**src/rtl/cache_mem_arbiter.sv**
```systemverilog
// 2-to-1 Avalon arbiter between the icache (m0) and dcache (m1) and the single memory bus.
// Zero-latency grant when idle, grant held across waitrequest, read data routed by owner.
package cache_mem_arbiter_pkg;

  typedef struct packed {
    logic        read;
    logic        write;
    logic [31:0] address;
    logic [3:0]  byte_enable;
    logic [31:0] writedata;
  } avalon_req_t;

  typedef struct packed {
    logic [31:0] readdata;
    logic        waitrequest;
  } avalon_resp_t;

endpackage

module cache_mem_arbiter
  import cache_mem_arbiter_pkg::*;
#(
  parameter bit ROUND_ROBIN = 1'b1
) (
  input  logic         clk,
  input  logic         rst,
  input  avalon_req_t  m0_avn_req,
  output avalon_resp_t m0_avn_resp,
  input  avalon_req_t  m1_avn_req,
  output avalon_resp_t m1_avn_resp,
  output avalon_req_t  mem_avn_req,
  input  avalon_resp_t mem_avn_resp
);

  typedef enum logic [1:0] {StIdle, StLock0, StLock1} state_e;

  state_e state_q, state_d;
  logic   rr_ptr_q;
  logic   rd_owner_q;
  logic   rd_owner_vld_q;

  logic req0, req1;
  logic grant_vld, grant;
  logic xfer_req, xfer_done;

  always_comb begin
    req0      = m0_avn_req.read | m0_avn_req.write;
    req1      = m1_avn_req.read | m1_avn_req.write;
    grant_vld = 1'b0;
    grant     = 1'b0;

    unique case (state_q)
      StIdle: begin
        if (req0 && req1) begin
          grant_vld = 1'b1;
          grant     = ROUND_ROBIN ? rr_ptr_q : 1'b1;
        end else if (req0 || req1) begin
          grant_vld = 1'b1;
          grant     = req1;
        end
      end
      StLock0: begin
        grant_vld = 1'b1;
        grant     = 1'b0;
      end
      StLock1: begin
        grant_vld = 1'b1;
        grant     = 1'b1;
      end
      default: ;
    endcase

    if (rst) grant_vld = 1'b0;

    // Address/data follow m0 when nothing is granted; only the strobes are forced low.
    mem_avn_req = (grant_vld && grant) ? m1_avn_req : m0_avn_req;
    if (!grant_vld) begin
      mem_avn_req.read  = 1'b0;
      mem_avn_req.write = 1'b0;
    end

    xfer_req  = mem_avn_req.read | mem_avn_req.write;
    xfer_done = xfer_req & ~mem_avn_resp.waitrequest;

    state_d = state_q;
    unique case (state_q)
      StIdle: begin
        if (xfer_req && mem_avn_resp.waitrequest) state_d = grant ? StLock1 : StLock0;
      end
      // A locked master dropping its strobes also releases the lock.
      StLock0, StLock1: begin
        if (xfer_done || !xfer_req) state_d = StIdle;
      end
      default: state_d = StIdle;
    endcase

    m0_avn_resp.waitrequest = ~(grant_vld & ~grant) | mem_avn_resp.waitrequest;
    m1_avn_resp.waitrequest = ~(grant_vld & grant) | mem_avn_resp.waitrequest;
    m0_avn_resp.readdata    = (!rst && rd_owner_vld_q && !rd_owner_q) ?
                              mem_avn_resp.readdata : 32'h0;
    m1_avn_resp.readdata    = (!rst && rd_owner_vld_q && rd_owner_q) ?
                              mem_avn_resp.readdata : 32'h0;
  end

  always_ff @(posedge clk) begin
    if (rst) begin
      state_q        <= StIdle;
      rr_ptr_q       <= 1'b0;
      rd_owner_q     <= 1'b0;
      rd_owner_vld_q <= 1'b0;
    end else begin
      state_q        <= state_d;
      rd_owner_vld_q <= xfer_done & mem_avn_req.read;
      if (xfer_done) rr_ptr_q <= ~grant;
      if (xfer_done && mem_avn_req.read) rd_owner_q <= grant;
    end
  end

endmodule
```
**config.mk**
```make
export PLATFORM = sky130hd
export DESIGN_NAME = cache_mem_arbiter
export DESIGN_NICKNAME = d
export VERILOG_FILES = /design/src/rtl/cache_mem_arbiter.sv
export SDC_FILE = /design/constraint.sdc
export NUM_CORES = 1
export LEC_CHECK = 0
export ABC_AREA = 0
export CAP_MARGIN = 15
export CORE_AREA = 2 2 120 122
export DETAILED_ROUTE_END_ITERATION = 16
export DIE_AREA = 0 0 122 124
export DONT_BUFFER_PORTS = 1
export HOLD_SLACK_MARGIN = 0.08
export PLACE_DENSITY = 0.3
export SLEW_MARGIN = 30
export SYNTH_ARGS = -nofsm -noshare
export SYNTH_HDL_FRONTEND = slang
export SYNTH_SLANG_ARGS = --single-unit
```
**constraint.sdc**
```tcl
create_clock -name clk -period 4 [get_ports clk]
set_clock_uncertainty 0.15 [all_clocks]
set_input_delay 1.2 -clock clk [delete_from_list [all_inputs] [get_ports clk]]
set_output_delay 1.2 -clock clk [all_outputs]
set_load 0.02 [all_outputs]
```
Word-level counts from Yosys, hierarchy flattened
Cells that the tools add are included.
- equal/unequal tests: 4
- mux-type cells: 15
- bitwise gates (word level): 13
- reduce and logical (&&, ||, !) cells: 15
- operators with widths (kind ; count):
    70-bit two-way mux ; 1
    32-bit two-way mux ; 2
    2-bit two-way mux ; 4
    1-bit logical AND ; 7
    1-bit two-way mux ; 5
    1-bit OR ; 5
    1-bit AND ; 4
    1-bit inverter ; 4
    1-bit case mux with 2 select lines ; 2
    2-bit case mux with 2 select lines ; 1
    1-bit logical NOT ; 3
    2-bit by 1-bit == test with 1-bit output, second input constant ; 1
    2-bit == test, second input constant ; 1
    2-bit logical NOT ; 1
    1-bit logical OR ; 2
    2-bit by 1-bit != test with 1-bit output, second input constant ; 1
    2-bit != test, second input constant ; 1
    2-bit AND reduction ; 1
    2-bit OR reduction ; 1
- flip-flop bits (word level): 5
- bits of input ports: 175
- output and inout bits: 136
- word-level logic and storage cells: 51

Depth between registers and ports, before layout
- word-level depth: 14
- depth in mapped cells: 9
- gate-level depth less buffers: 6

Worst setup path before layout
No wires, ideal clock.
- path type: input port to output port
- start point: input m1_avn_req[69] (netlist name)
- end point: output mem_avn_req[48] (netlist name)
- arrival: 2.634 ns
- data required time: 2.650 ns
- setup slack: 0.016 ns
- stages on the path: 6
- buffers on the path: 2
- cell sequence: nor3_1 -> a2111o_1 -> nor2_4 -> buf_6 -> buf_6 -> mux2_1
- RTL lines (what ; line ; text):
    start, declared ; 29 ; input avalon_req_t m1_avn_req,
    end, declared ; 31 ; output avalon_req_t mem_avn_req,

==> flow_summary_export.csv <==
group,metric,value,unit
sta,hold_viol,0,
yosys,synth-seq-cells,5,
setup_path,end_kind,"output pin",
sta,setup_viol,0,
yosys,syn_inst,200,
sta,relSlewSlack,54.22,%
die,die_y,124,um
finish,multi_input_area,1505,um2
place,gp_congestion,0.8737,
route,ant_nets,0,
cts,cts-root-buf,"clkbuf_16",
yosys,syn_area_per_cell,8.527,um2
min_path,hp-class,"reg2reg",
yosys,synthSimpleGateAreaFrac,31.91,%
sta,setup_tns,0,ns
finish,final_nets,381,
sta,period_minus_slack,3.936,ns
yosys,synth_compound_gate_area_share,7.557,%
yosys,syn_area,1705,um2
place,post-place-cells,373,
run_status,status,"complete, no violations",
place,numPortBuffers,0,
die,die_area,15130,um2
sta,worstMarginPinSlew,0.6849,ns
yosys,syn-num-nets,378,
route,dr.pass1.iters,4,
die,start_util,12.43,%
run,cap_violations,0,
cts,htree_num_levels,1,
pwr,irDropWorstVdd,0.1054,mV
pwr,powerDensity,604.3,nW/um2
setup_path,slowest_delay,0.47,ns
cts,cts_buffer_depth,2,
finish,final_cells,384,
finish,seqCellArea,100.1,um2
cts,numCtsBuffers,3,
yosys,yosys_warnings,0,
sta,slew_viol_final,0,
route,drtIter0Drc,89,
setup_path,criticalPathCategory,"in2out",
grt,antenna_found_initial,3,
route,wl_per_cell,23.11,um
cts,clk_pin_slew,0.03,ns
die,coreArea,13720,um2
route,dr_total_vias,1643,
setup_path,cp_max_fo,25,
pwr,p_leak,0.7345,nW
route,via_per_inst,4.279,
yosys,seq_area_frac_synth,5.869,%
sta,max_freq,254.1,MHz
finish,drive_gt1_share,38.61,%
route,remaining_drc_errors,0,
yosys,synth_top_family_by_area,"multiplexers",
yosys,synth_xor_area_share,0,%
grt,grt_overflow,0,
cts,cts_hold_buffers,0,
setup_path,cp_cell_sequence,"nor3_1 > a2111o_1 > nor2_4 > buf_4 > buf_12 > mux2_1",
setup_path,cpMaxStageDelayCell,"a2111o_1",
grt,grt_first_pass_wirelength,10.03,mm
grt,grt_pass1_vias,1472,
place,place_hpwl,7.988,mm
cts,clock-sinks,5,
die,top_level_ports,311,
sta,fin_crit_sh,98.40,%
setup_path,critPathArrivalTime,2.59,ns
die,num_rows,43,
finish,fillers,1585,
setup_path,worstPathRequired,2.65,ns
setup_path,cp-start-kind,"input pin",
yosys,netlist-cell-type-count,36,
cts,cts_tree,"built",
grt,grt_use_total,9.375,%
yosys,synthAdderAreaFrac,2.201,%
cts,clk_latency,0.23,ns
finish,syn2layout_area_growth,21.13,%
die,die_x,122,um
grt,grt_max_degree,44,
yosys,yosys-mux-area-fraction,46.22,%
route,drt_wl_total,8.876,mm
-- routing by layer --
layer,GRT usage (%),vias up,share of wire (%)
met5,0,-,0
met2,17.21,188,51
met4,3.161,0,2.3
met1,10.03,729,34
met3,3.205,12,13
li1,-,714,-
-- final timing paths --
path	slack (ns)	cells after the start	to	from
worst max-delay path	0.06	6	mem_avn_req[52]	m1_avn_req[69]
worst min-delay path	0.39	2	state_q[0]	state_q[0]
worst min register to register	0.39	2	state_q[0]	state_q[0]
worst max register to register	1.46	7	rd_owner_q	state_q[1]
-- registers in the layout, summed over array words and instances, names as in the netlist --
name / count
state_q: 2
rd_owner_q: 1
rd_owner_vld_q: 1
rr_ptr_q: 1
-- worst max-delay path, delay by kind of cell --
kind | cells | cell delay [ns]
AND/OR/NAND/NOR | 2 | 0.17
multiplexers | 1 | 0.44
buffers and inverters | 2 | 0.29
AO/OA/AOI/OAI | 1 | 0.47
-- power by group --
group | switching, mW | internal [mW] | total (mW)
combinational | 0.620 | 0.383 | 1.00
sequential | 0.0154 | 0.0672 | 0.0826
clock | 0.0313 | 0.132 | 0.163
-- final cells by class --
type                       instances  share of cell area (%)
sequential                         5                   4.846
antenna                            2                  0.2423
timing repair buffer              12                   6.602
multi-input combinational        177                   72.86
tap                              180                   10.90
clock buffer                       4                   3.816
inverter                           4                  0.7268
-- timing repair --
action	CTS	global route
cloned	0	2
setup buffers	0	3
gates resized for setup	6	5
setup endpoints to repair	7	43
pin swaps	0	1
-- placed cells by master, fill, tap and decap left out, drive strengths merged, types with 3 or more instances in the layout --
cell	Yosys	routed
and2	65	65
buf	8	11
clkbuf	6	5
dfxtp	5	5
ha	3	3
inv	4	4
mux2	70	70
nand2	4	4
nor2	7	7
-- stage by stage --
stage | util (%) | total power [mW] | hold WS, ns | instance area [um2] | setup slack (ns)
6_report | 15.06 | 1.248 | 0.3950 | 2066 | 0.06398
5_1_grt | 15.04 | 1.326 | 0.4548 | 2063 | -0.001427
3_5_place_dp | 14.01 | 1.035 | 0.3954 | 1922 | -0.01405
4_1_cts | 14.58 | 1.209 | 0.3997 | 2001 | 0.00006506
2_1_floorplan | - | 0.8775 | 0.3599 | 1705 | 0.01555
3_3_place_gp | 14.01 | 1.029 | 0.4104 | 1922 | 0.005599
-- synthesized netlist by cell type --
master / number / area, um2
or4b_1: 1 / 10.01
nand2_1: 4 / 15.01
a31oi_2: 1 / 12.51
o21bai_1: 2 / 15.01
nor2_4: 1 / 11.26
a2111oi_0: 1 / 8.760
mux2_1: 21 / 236.5
a22oi_1: 1 / 7.510
nand4b_1: 1 / 8.760
mux2_2: 49 / 551.8
nand4_1: 2 / 12.51
o22ai_1: 1 / 6.260
or2_1: 1 / 6.260
clkbuf_1: 6 / 22.52
a21o_1: 1 / 7.510
ha_1: 3 / 37.54
inv_1: 4 / 15.01
buf_2: 1 / 5.000
and3_1: 1 / 6.260
nor2b_1: 2 / 12.51
a211o_1: 1 / 8.760
a311o_1: 2 / 20.02
nor2_1: 6 / 22.52
and3b_1: 1 / 8.760
or3_1: 1 / 6.260
a2111o_1: 1 / 11.26
a21boi_0: 1 / 7.510
o311ai_0: 2 / 17.52
and2_1: 65 / 406.6
nor3_1: 1 / 5.000
nand3_1: 1 / 5.000
buf_6: 3 / 33.78
dfxtp_1: 5 / 100.1
buf_4: 4 / 30.03
nor3b_1: 1 / 7.510
a31oi_1: 1 / 6.260
-- cells by family (layout without fill, tap and decap cells) --
kind of cell | count (synthesis) | count (layout)
adder cells (fa/ha/maj) | 3 | 3
AND/OR/NAND/NOR | 89 | 89
flip-flops | 5 | 5
other | 0 | 2
AO/OA/AOI/OAI | 15 | 15
buffers and inverters | 18 | 20
multiplexers | 70 | 70
Note: power is estimated with default switching activity, not from simulation.
